$ cat config.mk
export PLATFORM = sky130hd
export DESIGN_NAME = writeback_unit
export DESIGN_NICKNAME = d
export VERILOG_FILES = /design/src/rtl/writeback_unit.sv
export SDC_FILE = /design/constraint.sdc
export NUM_CORES = 1
export LEC_CHECK = 0
export ABC_CLOCK_PERIOD_IN_PS = 4220
export CORE_ASPECT_RATIO = 0.7
export CORE_MARGIN = 2
export CORE_UTILIZATION = 30
export CTS_BUF_LIST = sky130_fd_sc_hd__clkbuf_4
export DETAILED_ROUTE_END_ITERATION = 10
export SLEW_MARGIN = 25
export SYNTH_ARGS = -nofsm -noshare
export SYNTH_HDL_FRONTEND = slang
export SYNTH_SLANG_ARGS = --single-unit
$ cat constraint.sdc
create_clock -name clk -period 4.22 [get_ports clk]
set_input_delay 0.844 -clock clk [delete_from_list [all_inputs] [get_ports clk]]
set_output_delay 0.844 -clock clk [all_outputs]
set_load 0.01 [all_outputs]
$ cat src/rtl/writeback_unit.sv
// Register-file write port: merges execute results with in-order load data and
// keeps a 64-entry pending scoreboard so issue can stall on RAW/WAW hazards.
module writeback_unit #(
  parameter int LQ_DEPTH = 4,
  parameter int LQ_AW    = 2
) (
  input  logic        clk,
  input  logic        rstn,
  input  logic        issue_valid,
  output logic        issue_ready,
  input  logic [1:0]  issue_rw,
  input  logic [4:0]  issue_rd,
  input  logic        issue_is_load,
  input  logic        ex_valid,
  output logic        ex_ready,
  input  logic [1:0]  ex_rw,
  input  logic [4:0]  ex_rd,
  input  logic [31:0] ex_data,
  input  logic        mem_valid,
  input  logic [31:0] mem_data,
  output logic [1:0]  rwin,
  output logic [4:0]  rdin,
  output logic [31:0] dtowrite,
  input  logic [5:0]  query_rs,
  input  logic [5:0]  query_rt,
  output logic        hazard,
  output logic        lq_err
);

  logic [63:0]      pending_r;
  logic [1:0]       lq_rw_r [LQ_DEPTH];
  logic [4:0]       lq_rd_r [LQ_DEPTH];
  logic [LQ_AW-1:0] wr_ptr_r;
  logic [LQ_AW-1:0] rd_ptr_r;
  logic [LQ_AW:0]   lq_cnt_r;
  logic             skid_full_r;
  logic [1:0]       skid_rw_r;
  logic [4:0]       skid_rd_r;
  logic [31:0]      skid_data_r;
  logic [1:0]       rwin_r;
  logic [4:0]       rdin_r;
  logic [31:0]      dtowrite_r;
  logic             lq_err_r;

  logic        issue_eff_s;
  logic [5:0]  issue_id_s;
  logic        lq_full_s;
  logic        lq_empty_s;
  logic        issue_fire_s;
  logic        lq_push_s;
  logic        ex_acc_s;
  logic        mem_pop_s;
  logic        mem_under_s;
  logic        commit_v_s;
  logic [1:0]  commit_rw_s;
  logic [4:0]  commit_rd_s;
  logic [31:0] commit_data_s;
  logic        skid_load_s;
  logic        skid_drain_s;
  logic [63:0] set_mask_s;
  logic [63:0] clr_mask_s;

  // GPR0 is hard-wired, so a GPR write to index 0 is no write at all.
  function automatic logic [1:0] eff_rw(input logic [1:0] rw, input logic [4:0] rd);
    eff_rw = ((rw == 2'b01) && (rd == 5'd0)) ? 2'b00 : rw;
  endfunction

  assign issue_eff_s  = (issue_rw == 2'b10) || ((issue_rw == 2'b01) && (issue_rd != 5'd0));
  assign issue_id_s   = {(issue_rw == 2'b10), issue_rd};
  assign lq_full_s    = (lq_cnt_r == (LQ_AW+1)'(LQ_DEPTH));
  assign lq_empty_s   = (lq_cnt_r == {(LQ_AW+1){1'b0}});
  assign issue_ready  = !(issue_eff_s && pending_r[issue_id_s]) && !(issue_is_load && lq_full_s);
  assign issue_fire_s = issue_valid && issue_ready;
  assign lq_push_s    = issue_fire_s && issue_is_load;
  assign ex_ready     = !skid_full_r;
  assign ex_acc_s     = ex_valid && !skid_full_r;
  assign mem_pop_s    = mem_valid && !lq_empty_s;
  assign mem_under_s  = mem_valid && lq_empty_s;
  assign hazard       = pending_r[query_rs] | pending_r[query_rt];
  assign rwin         = rwin_r;
  assign rdin         = rdin_r;
  assign dtowrite     = dtowrite_r;
  assign lq_err       = lq_err_r;

  assign set_mask_s = (issue_fire_s && issue_eff_s) ? (64'd1 << issue_id_s) : 64'd0;
  assign clr_mask_s = (rwin_r != 2'b00) ? (64'd1 << {(rwin_r == 2'b10), rdin_r}) : 64'd0;

  // Write arbitration: returning load data cannot stall, so it beats the skid and execute.
  always_comb begin
    commit_v_s    = 1'b0;
    commit_rw_s   = 2'b00;
    commit_rd_s   = 5'd0;
    commit_data_s = 32'd0;
    skid_load_s   = 1'b0;
    skid_drain_s  = 1'b0;
    if (mem_pop_s) begin
      commit_v_s    = 1'b1;
      commit_rw_s   = lq_rw_r[rd_ptr_r];
      commit_rd_s   = lq_rd_r[rd_ptr_r];
      commit_data_s = mem_data;
      skid_load_s   = ex_acc_s;
    end else if (skid_full_r) begin
      commit_v_s    = 1'b1;
      commit_rw_s   = skid_rw_r;
      commit_rd_s   = skid_rd_r;
      commit_data_s = skid_data_r;
      skid_drain_s  = 1'b1;
    end else if (ex_acc_s) begin
      commit_v_s    = 1'b1;
      commit_rw_s   = ex_rw;
      commit_rd_s   = ex_rd;
      commit_data_s = ex_data;
    end else begin
      commit_v_s    = 1'b0;
    end
  end

  // Pending scoreboard; a set and a clear never target the same bit.
  always_ff @(posedge clk or negedge rstn) begin
    if (!rstn) begin
      pending_r <= 64'd0;
    end else begin
      pending_r <= (pending_r & ~clr_mask_s) | set_mask_s;
    end
  end

  // Load queue of destinations awaiting in-order memory data.
  always_ff @(posedge clk or negedge rstn) begin
    if (!rstn) begin
      wr_ptr_r <= {LQ_AW{1'b0}};
      rd_ptr_r <= {LQ_AW{1'b0}};
      lq_cnt_r <= {(LQ_AW+1){1'b0}};
      lq_err_r <= 1'b0;
      for (int i = 0; i < LQ_DEPTH; i++) begin
        lq_rw_r[i] <= 2'b00;
        lq_rd_r[i] <= 5'd0;
      end
    end else begin
      if (lq_push_s) begin
        lq_rw_r[wr_ptr_r] <= issue_rw;
        lq_rd_r[wr_ptr_r] <= issue_rd;
        wr_ptr_r          <= wr_ptr_r + {{(LQ_AW-1){1'b0}}, 1'b1};
      end
      if (mem_pop_s) begin
        rd_ptr_r <= rd_ptr_r + {{(LQ_AW-1){1'b0}}, 1'b1};
      end
      case ({lq_push_s, mem_pop_s})
        2'b10:   lq_cnt_r <= lq_cnt_r + {{LQ_AW{1'b0}}, 1'b1};
        2'b01:   lq_cnt_r <= lq_cnt_r - {{LQ_AW{1'b0}}, 1'b1};
        default: lq_cnt_r <= lq_cnt_r;
      endcase
      lq_err_r <= lq_err_r | mem_under_s;
    end
  end

  // Skid entry holds an execute result that lost to load data.
  always_ff @(posedge clk or negedge rstn) begin
    if (!rstn) begin
      skid_full_r <= 1'b0;
      skid_rw_r   <= 2'b00;
      skid_rd_r   <= 5'd0;
      skid_data_r <= 32'd0;
    end else if (skid_load_s) begin
      skid_full_r <= 1'b1;
      skid_rw_r   <= ex_rw;
      skid_rd_r   <= ex_rd;
      skid_data_r <= ex_data;
    end else if (skid_drain_s) begin
      skid_full_r <= 1'b0;
    end else begin
      skid_full_r <= skid_full_r;
    end
  end

  // Register-file write port; index and data hold when nothing commits.
  always_ff @(posedge clk or negedge rstn) begin
    if (!rstn) begin
      rwin_r     <= 2'b00;
      rdin_r     <= 5'd0;
      dtowrite_r <= 32'd0;
    end else if (commit_v_s) begin
      rwin_r     <= eff_rw(commit_rw_s, commit_rd_s);
      rdin_r     <= commit_rd_s;
      dtowrite_r <= commit_data_s;
    end else begin
      rwin_r     <= 2'b00;
    end
  end

endmodule

After elaboration in Yosys (flattened, before gate mapping):

Cells that the tools add are included.

* $add $sub $neg: 4
* $lt $le $gt $ge: 6
* eq/ne operators: 7
* shift operators: 2
* mux-type cells: 40
* bitwise logic cells: 7
* reduce and logical (&&, ||, !) cells: 23

Operator list (count)
* 2-to-1 mux 64 bit: 2
* left shift 1 x 6 -> 64 bit (first input constant): 2
* 2-to-1 mux 32 bit: 3
* AND 64 bit: 1
* NOT 64 bit: 1
* bitwise OR 64 bit: 1
* 2-to-1 mux 5 bit: 6
* less-than comparator 6 x 7 -> 1 bit (second input constant): 3
* bitwise mux 20 bit: 1
* binary-select mux 1 bit (select 6 bit): 3
* 2-to-1 mux 2 bit: 8
* logical AND 1 bit: 12
* 2-to-1 mux 1 bit: 11
* binary-select mux 5 bit (select 2 bit): 1
* demux 5 bit (select 2 bit): 1
* bitwise mux 8 bit: 1
* equality test 2 x 1 -> 1 bit (second input constant): 3
* equality test 2 bit (second input constant): 3
* >= comparator 3 bit (second input constant): 2
* NOT 2 -> 3 bit: 2
* one-hot mux 3 bit (2 select lines): 1
* nonzero test 2 bit: 3
* zero test 5 bit: 1
* nonzero test 5 bit: 1
* 11 further kinds: 16

* register bits after elaboration: 179
* bits of input ports: 96
* output and inout bits: 43
* word-level logic and storage cells: 109

Logic depth before layout (Yosys ltp):

* word-level depth: 10
* depth in mapped cells: 13
* mapped depth without buffers: 11

Least setup slack after synthesis:

OpenSTA, ideal clock, no wires.

* path type: input to output
* start: input port query_rt[2]
* end: output port hazard
* arrival: 2.935 ns
* required time: 3.376 ns
* setup slack: 0.441 ns
* stages: 6
* path buffers: 2
* path through: clkbuf_1 -> buf_1 -> mux4_2 -> mux4_2 -> mux4_2 -> or2_1

* cells in the longest elaborated chain, start to end: 3

RTL lines
* from (decl): RTL line 25 `input logic [5:0] query_rt,`
* binary-select mux 1 bit (select 6 bit): RTL line 79 `assign hazard = pending_r[query_rs] | pending_r[query_rt];`
* 2-to-1 mux 1 bit (not written as such): RTL line 79
* bitwise OR 1 bit: RTL line 79
* to (decl): RTL line 26 `output logic hazard,`

No other way between the ends. The select of a mux whose other input is x is not followed.

Worst setup path after layout:

* start: input port query_rs[0]
* end: output port hazard

* cells in the longest elaborated chain, start to end: 3

RTL lines
* from (decl): RTL line 24 `input logic [5:0] query_rs,`
* binary-select mux 1 bit (select 6 bit): RTL line 79
* 2-to-1 mux 1 bit (not written as such): RTL line 79
* bitwise OR 1 bit: RTL line 79

No other way between the ends. The select of a mux whose other input is x is not followed.

==> impl_metrics.tcl <==
set metrics [dict create \
    final_cells 1396 \
    numCtsBuffers 17 \
    wl_per_cell_um 22.49 \
    clkLatencyLatePin_ns 0.60 \
    cts.htree.levels 4 \
    synth_cells 813 \
    worst_slack_ns 0.06987 \
    place.gp.congestion 0.9483 \
    power_leakage_nw 4.740 \
    timing.rr.start "pending_r[37]$_DFF_PN0_" \
    r2r_end "lq_cnt_r[2]$_DFFE_PN0P_" \
    rrSetupSlack_ns 1.35 \
    crit_start "query_rs[0]" \
    cts-root-buf "clkbuf_4" \
    grt_start_max_net_pins 70 \
    avgViaCountPerCell 5.619 \
    grt_pass1_wl_um 48740 \
    grt_overflow 0 \
    start_kind "input port" \
    arrival_ns 3.31 \
    antenna_found_initial 2 \
    numPortBuffers 138 \
    cts.sinks 179 \
    dp_hpwl_um 22360 \
    avgSynthCellArea_um2 11.92 \
    worst_pin_slew_ns 0.8973 \
    relSlewSlack_pct 39.86 \
    synthArstFlopShare_pct 100.0 \
    die_h_um 154.4 \
    cts_max_path_buffers 2 \
    cap_violations 0 \
    synth_edf_count 0 \
    antenna_left 0 \
    cts_tree "done" \
    rsz0062_at_grt "no" \
    die_area_mm2 0.03379 \
    synth_seq_cells 179 \
    grt_usage_pct 18.96 \
    crit_end "hazard" \
    finalCritPeriodShare_pct 98.34 \
    clock.fmax_ghz 0.2410 \
    r2r_cells 13 \
    final_nets 1056 \
    netlist_area_mm2 0.009693 \
    end_kind "output pin" \
    dp_slack_ns -0.4191 \
    rows 55 \
    max-vdd-ir-drop_mv 0.2135 \
    drt_pre_antenna_iters 7 \
    drc 0 \
    start_util_pct 30.23 \
    critPathRequiredTime_ns 3.38 \
    slew_violations 0 \
    synth_ff_type "dfrtp_1" \
    coreArea_mm2 0.03207 \
    die_x_um 218.8 \
    layout-drive-gt1-share_pct 22.96 \
    vias 7844 \
    grt_pass1_vias 7842 \
    status "complete, no violations" \
    yosysSeqAreaShare_pct 46.21 \
    path_class "in2out" \
    synth_cell_types 52 \
    yosys_warnings 0 \
    initialDrtViolationCount 846 \
    dp.cells 1356 \
    clk_pin_slew_ns 0.19 \
    finalWirelength_um 31400 \
    io_pins 139 \
    crit_fanout 8 \
    setup_tns_ns 0 \
    post-route-min-period_ns 4.150 \
    finalClockSkew_ns 0.04759 \
    ctsHoldBuffers 0 \
    power_density_mw_per_mm2 569.9 \
    synth_nets 915 \
    final_hold_viol_count 0 \
    setup_viol 0 \
    hp-class "in2async" \
    syn2layout_area_growth_pct 25.95 \
]
==> cell usage in the layout (no fill, tap or decap), types with 3 or more instances in the layout <==
cell type	instances
dfrtp_1	179
clkdlybuf4s50_1	131
mux2_2	71
o21ai_0	70
o31ai_1	63
mux4_2	54
nor2_1	44
a21oi_1	41
and3_1	41
nand2_1	37
buf_4	37
a221o_1	32
clkbuf_4	19
nand3_1	16
inv_1	12
nor2b_1	11
buf_12	9
a21o_1	7
mux2i_1	7
mux4_1	7
nand2b_1	6
ha_1	5
nand4_2	4
xnor2_1	3
xor2_1	3
inv_6	3
clkinv_4	3
bufbuf_16	3
dlygate4sd2_1	3
==> per-stage QoR <==
stage | util (%) | total power, mW | hold WS, ns | cell area, µm²
after global routing | 38.07 | 7.396 | 0.08759 | 12210
after global placement | 36.68 | 5.875 | 0.4407 | 11760
after detailed placement | 36.77 | 5.953 | 0.4482 | 11790
after CTS | 37.97 | 6.954 | 0.09777 | 12180
after floorplan | - | 4.747 | 0.4560 | 9693
final | 38.07 | 6.957 | 0.1245 | 12210
==> metal layers <==
| layer | wire [µm] | up-vias | GRT usage (%) |
|---|---|---|---|
| met5 | 0 | - | 0 |
| met4 | 482 | 0 | 5.148 |
| met3 | 3287 | 31 | 7.355 |
| met2 | 13340 | 386 | 26.12 |
| met1 | 14290 | 4001 | 27.46 |
| li1 | - | 3426 | - |
==> state kept, by name, summed over array words and instances, names as in the netlist, 2 cells and up <==
name,count
dtowrite,32
lq_rd_r,20
rdin,5
skid_data_r,32
rwin,2
lq_rw_r,8
skid_rd_r,5
rd_ptr_r,2
pending_r,64
skid_rw_r,2
wr_ptr_r,2
lq_cnt_r,3
==> critical path, stage by stage <==
cell             delay [ns]
clkdlybuf4s15_2        0.22
bufbuf_16              0.28
mux4_2                 0.49
mux4_2                 0.49
mux4_2                 0.45
or2_1                  0.25
dlygate4sd2_1          0.29
==> where the power goes <==
group	leakage (nW)	internal [mW]	switching (mW)	total (mW)
registers	2.03	2.44	0.752	3.19
logic	2.57	1.55	1.23	2.79
clock network	0.147	0.317	0.661	0.978
total	4.74	4.31	2.64	6.96
==> final cells by class <==
class | instances | area, µm²
inverters | 12 | 45.04
multi-input cells | 555 | 4885
repair buffers | 189 | 1992
flip-flops and latches | 179 | 4479
clock buffers | 19 | 142.6
diodes | 2 | 5.005
fillers | 3123 | 19860
well taps | 427 | 534.3
clock inverters | 13 | 125.1
==> worst min-delay path by stage <==
stage / slack (ns) / cells after the start / to
3_5_place_dp: 0.45 / 1 / lq_err$_DFF_PN0_
6_report: 0.12 / 1 / pending_r[55]$_DFF_PN0_
5_1_grt: 0.09 / 1 / pending_r[55]$_DFF_PN0_
4_1_cts: 0.1 / 1 / pending_r[55]$_DFF_PN0_
2_1_floorplan: 0.46 / 1 / lq_cnt_r[2]$_DFFE_PN0P_
3_3_place_gp: 0.44 / 1 / lq_err$_DFF_PN0_
==> timing repair <==
| item | 4_1_cts | 5_1_grt |
|---|---|---|
| pin swaps | 1 | 0 |
| cloned | 3 | 1 |
| setup buffers | 2 | 0 |
| setup endpoints to repair | 2 | 1 |
| gates resized for setup | 12 | 1 |
| endpoints found under the hold margin | 0 | 0 |
==> cell usage after synthesis, types with 8 or more instances <==
cell type	instances	area, µm²
and3_1	41	256.5
mux2i_1	8	80.08
buf_2	10	50.05
nor2b_1	12	75.07
mux2_2	71	799.5
clkbuf_1	46	172.7
nand2_1	37	138.9
a21oi_1	41	205.2
o31ai_1	63	473.0
dfrtp_1	179	4479
mux4_2	54	1216
nor2_1	44	165.2
o21ai_0	70	350.3
inv_1	12	45.04
a221o_1	32	320.3
nand3_1	16	80.08
==> cells by family after synthesis <==
group,share of synthesized area (%)
adders and majority gates,0.8520
AOI/OAI and AO/OA,16.01
buffers and inverters,3.576
muxes,23.52
and+or+nand+nor,9.294
xor gates and xnor gates,0.5422
DFF,46.21
Power figures use the tool's default switching activity.
